<file path="config.mk">
export PLATFORM = sky130hd
export DESIGN_NAME = stim_source
export DESIGN_NICKNAME = d
export VERILOG_FILES = /design/src/rtl/stim_pkg.sv /design/src/rtl/prbs9_lfsr.sv /design/src/rtl/stim_source.sv
export SDC_FILE = /design/constraint.sdc
export NUM_CORES = 1
export LEC_CHECK = 0
export BUFFER_PORTS_ARGS = -buffer_cell sky130_fd_sc_hd__buf_2
export CORE_MARGIN = 10
export CORE_UTILIZATION = 55
export CTS_CLUSTER_SIZE = 30
export DETAILED_ROUTE_END_ITERATION = 8
export GPL_ROUTABILITY_DRIVEN = 0
export PLACE_DENSITY_LB_ADDON = 0.3
export SLEW_MARGIN = 5
export SYNTH_ARGS = -nofsm -noshare
export SYNTH_HDL_FRONTEND = slang
export SYNTH_SLANG_ARGS = --single-unit
</file>
<file path="constraint.sdc">
create_clock -name sys_clk -period 3.93 [get_ports sys_clk]
set_clock_uncertainty 0.1 [all_clocks]
set_input_delay 0.1965 -clock sys_clk [delete_from_list [all_inputs] [get_ports sys_clk]]
set_output_delay 0.1965 -clock sys_clk [all_outputs]
set_load 0.05 [all_outputs]
</file>
<file path="src/rtl/stim_pkg.sv">
// Shared constants for the filter stimulus source: mode codes, FSM encoding, PRBS-9 taps.
package stim_pkg;

    localparam logic [1:0] MODE_IMPULSE = 2'd0;
    localparam logic [1:0] MODE_STEP    = 2'd1;
    localparam logic [1:0] MODE_ASK     = 2'd2;
    localparam logic [1:0] MODE_SQUARE  = 2'd3;

    typedef enum logic [1:0] {
        ST_IDLE = 2'd0,
        ST_RUN  = 2'd1,
        ST_TAIL = 2'd2
    } state_t;

    // x^9 + x^5 + 1, output taken from the MSB
    localparam int unsigned PRBS_LEN   = 9;
    localparam int unsigned PRBS_TAP_A = 8;
    localparam int unsigned PRBS_TAP_B = 4;

    localparam logic [PRBS_LEN-1:0] DEFAULT_SEED = 9'h1FF;

endpackage

</file>
<file path="src/rtl/prbs9_lfsr.sv">
// Fibonacci PRBS-9 generator presenting two bits (b1 first) per symbol.
module prbs9_lfsr
    import stim_pkg::*;
#(
    parameter logic [PRBS_LEN-1:0] SEED = DEFAULT_SEED
) (
    input  logic       sys_clk,
    input  logic       reset,
    input  logic       load,
    input  logic       adv,
    output logic [1:0] o_sym
);

    logic [PRBS_LEN-1:0] r_lfsr;
    logic [PRBS_LEN-1:0] w_step1;
    logic [PRBS_LEN-1:0] w_step2;

    // Two single-bit shifts per advance so the next symbol sits in the top two bits
    always_comb begin
        w_step1 = {r_lfsr[PRBS_LEN-2:0], r_lfsr[PRBS_TAP_A] ^ r_lfsr[PRBS_TAP_B]};
        w_step2 = {w_step1[PRBS_LEN-2:0], w_step1[PRBS_TAP_A] ^ w_step1[PRBS_TAP_B]};
    end

    always_ff @(posedge sys_clk) begin
        if (reset || load) begin
            r_lfsr <= SEED;
        end else if (adv) begin
            r_lfsr <= w_step2;
        end
    end

    assign o_sym = {r_lfsr[PRBS_LEN-1], r_lfsr[PRBS_LEN-2]};

endmodule

</file>
<file path="src/rtl/stim_source.sv">
// Strobe-paced stimulus generator: impulse, step, 4-ASK PRBS and square bursts.
module stim_source
    import stim_pkg::*;
#(
    parameter int unsigned         WIDTH = 18,
    parameter int unsigned         LEN_W = 16,
    parameter int unsigned         SPS   = 4,
    parameter logic [PRBS_LEN-1:0] SEED  = DEFAULT_SEED
) (
    input  logic                    sys_clk,
    input  logic                    reset,
    input  logic                    sam_clk_en,
    input  logic                    start,
    input  logic [1:0]              mode,
    input  logic signed [WIDTH-1:0] amp,
    input  logic [LEN_W-1:0]        length,
    output logic signed [WIDTH-1:0] x_out,
    output logic                    busy,
    output logic                    done
);

    localparam int unsigned CNT_W = $clog2(SPS) + 1;
    localparam logic [CNT_W-1:0] SPS_LAST = CNT_W'(SPS - 1);
    localparam logic signed [WIDTH-1:0] MAX_POS = {1'b0, {(WIDTH-1){1'b1}}};
    localparam logic signed [WIDTH-1:0] MIN_NEG = {1'b1, {(WIDTH-1){1'b0}}};

    state_t                  r_state;
    logic [1:0]              r_mode;
    logic signed [WIDTH-1:0] r_amp;
    logic [LEN_W-1:0]        r_len;
    logic [LEN_W-1:0]        r_n;
    logic [CNT_W-1:0]        r_cnt;
    logic                    r_half;

    logic [1:0]              w_sym;
    logic                    w_load;
    logic                    w_adv;
    logic                    w_last;
    logic signed [WIDTH-1:0] w_a;
    logic signed [WIDTH-1:0] w_a3;
    logic signed [WIDTH-1:0] w_ask;
    logic signed [WIDTH-1:0] w_sq_hi;
    logic signed [WIDTH-1:0] w_sq_lo;
    logic signed [WIDTH-1:0] w_sample;

    assign w_load = (r_state == ST_IDLE) && start;
    // Step the PRBS after the last sample of each symbol so o_sym holds for the whole symbol
    assign w_adv  = (r_state == ST_RUN) && sam_clk_en && (r_mode == MODE_ASK)
                    && (r_len != '0) && (r_cnt == SPS_LAST);
    assign w_last = (r_n == (r_len - LEN_W'(1)));

    prbs9_lfsr #(
        .SEED (SEED)
    ) u_prbs (
        .sys_clk (sys_clk),
        .reset   (reset),
        .load    (w_load),
        .adv     (w_adv),
        .o_sym   (w_sym)
    );

    // Level mapper: 4-ASK levels and a square wave of magnitude |amp| starting positive
    always_comb begin
        w_a     = r_amp >>> 2;
        w_a3    = w_a + (w_a <<< 1);
        w_ask   = -w_a3;
        w_sq_hi = r_amp;
        w_sq_lo = -r_amp;
        w_sample = '0;
        case (w_sym)
            2'b11:   w_ask = w_a3;
            2'b10:   w_ask = w_a;
            2'b01:   w_ask = -w_a;
            default: w_ask = -w_a3;
        endcase
        if (r_amp[WIDTH-1]) begin
            w_sq_hi = (r_amp == MIN_NEG) ? MAX_POS : -r_amp;
            w_sq_lo = r_amp;
        end
        case (r_mode)
            MODE_IMPULSE: w_sample = (r_n == '0) ? r_amp : '0;
            MODE_STEP:    w_sample = r_amp;
            MODE_ASK:     w_sample = w_ask;
            default:      w_sample = r_half ? w_sq_lo : w_sq_hi;
        endcase
    end

    // Burst FSM with registered sample and handshake outputs
    always_ff @(posedge sys_clk) begin
        if (reset) begin
            r_state <= ST_IDLE;
            r_mode  <= MODE_IMPULSE;
            r_amp   <= '0;
            r_len   <= '0;
            r_n     <= '0;
            r_cnt   <= '0;
            r_half  <= 1'b0;
            x_out   <= '0;
            busy    <= 1'b0;
            done    <= 1'b0;
        end else begin
            done <= 1'b0;
            case (r_state)
                ST_IDLE: begin
                    x_out <= '0;
                    if (start) begin
                        r_mode  <= mode;
                        r_amp   <= amp;
                        r_len   <= length;
                        r_n     <= '0;
                        r_cnt   <= '0;
                        r_half  <= 1'b0;
                        busy    <= 1'b1;
                        r_state <= ST_RUN;
                    end
                end
                ST_RUN: begin
                    if (sam_clk_en) begin
                        if (r_len == '0) begin
                            // Empty burst: finish on the first strobe without a sample
                            x_out   <= '0;
                            done    <= 1'b1;
                            busy    <= 1'b0;
                            r_state <= ST_IDLE;
                        end else begin
                            x_out <= w_sample;
                            r_n   <= r_n + LEN_W'(1);
                            if (r_cnt == SPS_LAST) begin
                                r_cnt  <= '0;
                                r_half <= ~r_half;
                            end else begin
                                r_cnt <= r_cnt + CNT_W'(1);
                            end
                            if (w_last) begin
                                r_state <= ST_TAIL;
                            end
                        end
                    end
                end
                ST_TAIL: begin
                    if (sam_clk_en) begin
                        x_out   <= '0;
                        done    <= 1'b1;
                        busy    <= 1'b0;
                        r_state <= ST_IDLE;
                    end
                end
                default: begin
                    r_state <= ST_IDLE;
                end
            endcase
        end
    end

endmodule

</file>
# Word-level counts from Yosys, hierarchy flattened
# Cells that the tools add are included.
[word_totals]
reg_bits = 87
input_bits = 40
[op_classes]
n_addsub = 7
eq_ne = 17
n_mux = 40
n_bitwise = 3
reduce_logical = 19
[ops]
columns = ["op", "n"]
rows = [
  ["$pmux 18 s3", 3],
  ["$mux 18", 8],
  ["$mux 16", 3],
  ["$neg 18->18", 2],
  ["$logic_not 16->1", 2],
  ["$pmux 16 s2", 1],
  ["$add 16x17->18", 1],
  ["$eq 18x18->1 const B", 1],
  ["$neg 16->18", 1],
  ["$add 16x1->16 const B", 1],
  ["$eq 16x16->1", 1],
  ["$reduce_bool 16->1", 1],
  ["$sub 16x1->16 const B", 1],
  ["$mux 3", 4],
  ["$mux 1", 11],
  ["$mux 2", 5],
  ["$reduce_and 5->1", 2],
  ["$eq 2x2->1 const B", 4],
  ["$ne 2x2->1 const B", 4],
  ["$reduce_and 4->1", 2],
  ["$eq 2x1->1 const B", 3],
  ["$pmux 2 s3", 1],
  ["$pmux 3 s2", 1],
  ["$logic_and 1x1->1", 5],
  ["other kinds (14)", 18],
]

# Logic depth before layout (Yosys ltp)
[depth]
word_depth = 8
ltp_mapped = 15
mapped_depth_nobuf = 13

# Hierarchy
# From an unflattened synthesis, not the netlist that was laid out.
[unflattened]
hier_cells = 967
area_unflattened_um2 = 7101.8
[by_module_without_submodules]
columns = ["mod", "n_inst", "cells_per_inst", "area_per_inst_um2", "seq_area_each_um2"]
rows = [
  ["stim_source", 1, 934, 6744.0, 1561.5],
  ["prbs9_lfsr", 1, 33, 357.8, 180.2],
]

# Least setup slack after synthesis
# OpenSTA, ideal clock, no wires.
[synth_path]
kind = "reg-to-reg"
start = "reg r_amp[4]"
end = "reg x_out[14]"
setup_ns = 0.134
t_arrival_ns = 2.987
path_slack_ns = 0.709
path_stages_with_launch = 12
path_buffers = 1
period_less_slack_ns = 3.221
cell_sequence = "dfxtp_1 inv_1 ha_1 nor2b_4 o31a_4 or3_4 a22oi_4 nand4b_1 buf_2 or4_1 a21oi_1 o22ai_1"
[synth_via]
elab_chain_len = 8
elab_cells_between_ends = 14
cone_classes = "add/sub: 4; eq/ne: 1; mux: 9"
[synth_lines]
columns = ["item", "line_no", "rtl"]
rows = [
  ["from (decl)", "stim_source.sv:29", "logic signed [WIDTH-1:0] r_amp;"],
  ["from (signal assigned)", "stim_source.sv:108", "r_amp <= amp;"],
  ["parallel branches: the longest is 4 deep, another holds $add 16x17->18", "-", ""],
  ["$pmux 18 s3 *", "stim_source.sv:80", "case (r_mode)"],
  ["$mux 18 *", "stim_source.sv:119", "if (r_len == '0) begin"],
  ["$mux 18 *", "stim_source.sv:118", "if (sam_clk_en) begin"],
  ["$pmux 18 s3 *", "stim_source.sv:103", "case (r_state)"],
  ["to (signal assigned)", "stim_source.sv:126", "x_out <= w_sample;"],
  ["to (decl)", "stim_source.sv:17", "output logic signed [WIDTH-1:0] x_out,"],
]
# Mark *: on every way between the ends. The select of a mux whose other input is x is not followed.
# A chain may end at the register's enable or synchronous reset.

# Worst setup path in the final report
# Ends and elaborated chain as after synthesis.

==> flow_summary.yaml <==
status:
  status: "finished, final reports clean"
cells_and_area:
  drive_gt1_share_pct: 11.44
  layout.nets: 1116
  areaGrowthSynthToFinish_pct: 15.48
  instances_no_fill: 1216
  final_area_mm2: 0.008132
yosys:
  synth-main-ff-cell: "dfxtp_1"
  netlist_area_mm2: 0.007042
  async_flop_share_pct: 0
  synth_compound_area_share_pct: 26.33
  yosys-top-cells-area: "dfxtp_1 25%, nand2_1 8.5%, a21oi_1 7.9%"
  yosysUniqueCellTypes: 83
  synth_top_family_by_area: "compound AO/OA/AOI/OAI gates"
  yosysTopAreaCellShare_pct: 24.73
  synth_edf_count: 0
  synthMuxAreaShare_pct: 2.150
  ys_ff_latch: 87
  synth_commonest_cells: "159 x nand2_1, 111 x a21oi_1, 87 x dfxtp_1"
  yosys_warnings: 0
  synth.avg_cell_area_um2: 7.312
  synth_top_area_cell: "dfxtp_1"
  synthSimpleGateAreaFrac_pct: 26.17
  synthXorXnorAreaFrac_pct: 7.321
  syn_inst: 963
  yosysMostFrequentCell: "nand2_1"
  synth_adder_area_share_pct: 7.392
  synth_seq_area_share_pct: 24.73
  syn_nets: 1044
global_route:
  antenna_found_initial: 4
  grt_usage_pct: 24.89
  grt_max_degree: 60
  grt_pass1_wl_mm: 36.58
  grt_pass1_vias: 7033
  gr-total-overflow: 0
power:
  pwr_density_cell_mw_per_mm2: 466.9
  p_clk_share_pct: 24.0
  p_sw_share_pct: 44.22
  power.total_mw: 3.797
  power.internal_mw: 2.118
  power_switching_mw: 1.679
  p_leak_nw: 3.302
  seqPwrFrac_pct: 28.0
  vdd_drop_max_v: 0.0002859
  combPwrFrac_pct: 48.0
sta:
  tightest_slew_ns: 1.204
  clock.fmax_mhz: 273.9
  setup_tns_ns: 0
  fin_crit_sh_pct: 92.90
  rsz0062_at_grt: "false"
  period_minus_slack_ns: 3.651
  setup_viol: 0
  drv_slew: 0
  slew_headroom_pct: 19.58
  hold_viol_final: 0
  layout_setup_ws_ns: 0.2788
clocking:
  clock_path_buffers: 2
  cts_buffers: 9
  path_clk_slew_ns: 0.07
  cts_setup_buffers: 0
  clock-sinks: 87
  htreeDepth: 3
  cts_tree: "yes"
  clock_latency_ns: 0.36
  clk_root_buffer_cell: "clkbuf_16"
die:
  die_y_um: 133.2
  dieArea_mm2: 0.01773
  start_util_pct: 56.03
  die_w_um: 133.2
  coreArea_mm2: 0.01257
  pin_count: 60
  rows: 41
placement:
  io_buffers: 59
  dp_hpwl_mm: 15.89
  pre_cts_ws_ns: 0.2731
  dp.cells: 1160
  dpl_cell_area_mm2: 0.007452
route:
  ant_nets: 0
  drtIter0Drc: 1146
  wl_met2_mm: 9.993
  wl_per_cell_um: 19.06
  highest_layer: "met4"
  vias: 7749
  m1WireLength_mm: 9.793
  drt_wl_total_mm: 23.17
  dr.pass1.iters: 7
  dr_wl_met3_mm: 2.512
  viasPerCell: 6.373
  drc: 0
flow_run:
  maxCapViolations: 0
worst_setup_path:
  critPathMaxFanout: 9
  critPathRequiredTime_ns: 4.04
  path_class: "reg2reg"
  crit_chain: "inv_1, ha_1, nor2b_4, o31a_4, or3_4, a22oi_4, nand4b_1, or4_1, a21oi_1, o22ai_1"
  worst_setup_path_end_kind: "flip-flop"
  cp-start-kind: "flip-flop"
  arrival_ns: 3.76
  slowest_stage: "or4_1"
  slowest_delay_ns: 0.59
min_path:
  hold_class: "in2reg"
==> cells in the final DEF, fill, tap and decap left out, types with 12 or more instances in the layout <==
| cell | netlist | routed |
|---|---|---|
| o21ai_0 | 55 | 55 |
| mux2i_1 | 14 | 14 |
| or3_1 | 14 | 14 |
| dlygate4sd3_1 | 0 | 35 |
| inv_1 | 33 | 33 |
| nand2_1 | 159 | 159 |
| a21oi_1 | 111 | 111 |
| ha_1 | 40 | 40 |
| buf_4 | 0 | 25 |
| nor3_1 | 14 | 14 |
| nor2b_1 | 18 | 18 |
| and2_1 | 12 | 12 |
| a31oi_1 | 17 | 17 |
| xnor2_1 | 34 | 34 |
| nand4_1 | 14 | 14 |
| buf_2 | 2 | 59 |
| nand2b_1 | 12 | 12 |
| nor2_1 | 60 | 60 |
| dfxtp_1 | 87 | 87 |
| xor2_1 | 23 | 23 |
| nand3_1 | 20 | 20 |
| and3_1 | 16 | 16 |
==> kinds of logic after synthesis <==
family | count (synthesis)
and+or+nand+nor | 377
adders and majority gates | 41
xor gates and xnor gates | 58
AOI/OAI and AO/OA | 292
DFF | 87
muxes | 15
buffers and inverters | 93
==> cell type report <==
type,instances,area [um2]
Tap cell,172,215.2
Inverter,34,127.6
Multi-Input combinational cell,784,4900
Antenna cell,4,10.01
Clock buffer,10,229.0
Sequential cell,87,1742
Fill cell,1073,4437
Timing Repair Buffer,119,833.3
Clock inverter,6,75.07
==> worst max-delay path: cells and delay by family, from the launching register on <==
family | cells | cell delay, ns
AO/OA/AOI/OAI | 4 | 0.86
flip-flops | 1 | 0.49
buffers and inverters | 1 | 0.17
adder cells (fa/ha/maj) | 1 | 0.43
AND/OR/NAND/NOR | 4 | 1.45
==> power by group through the flow <==
stage,clock (mW),sequential [mW],combinational [mW]
after floorplan,0,1.09,1.24
after global placement,0,1.08,1.69
after detailed placement,0,1.08,1.71
after CTS,0.912,1.06,1.75
after global routing,0.938,1.07,1.99
final,0.910,1.06,1.82
==> flip-flops by register name, summed over array words and instances (netlist names) <==
name,cells
r_n,16
r_mode,2
r_half,1
busy,1
x_out,18
r_len,16
u_prbs.r_lfsr,9
r_state,2
r_cnt,3
done,1
r_amp,18
==> final timing paths <==
check,from,end,slack [ns],cells past startpoint
max,r_amp[4],x_out[14],0.28,10
min,amp[7],r_amp[7],0.0004,3
max reg2reg,r_amp[4],x_out[14],0.28,10
min reg2reg,r_cnt[2],r_cnt[2],0.34,2
==> metrics by stage <==
stage	hold slack, ns	util [%]
5_1_grt	0.02479	64.70
6_report	0.0003894	64.70
3_3_place_gp	0.3302	59.29
2_1_floorplan	0.2217	-
3_5_place_dp	0.3309	59.29
4_1_cts	0.002361	64.50
==> what timing repair did <==
item,CTS,global route
gates resized for setup,0,1
setup endpoints to repair,0,1
hold endpoints to repair,35,0
hold buffers,35,0
==> per-layer routing <==
layer  global-route usage, %  vias up
met5                       0        -
met4                   11.25        0
met3                   4.662      104
met2                   37.74      496
met1                   33.49     3523
li1                        -     3626
Power figures use the tool's default switching activity.
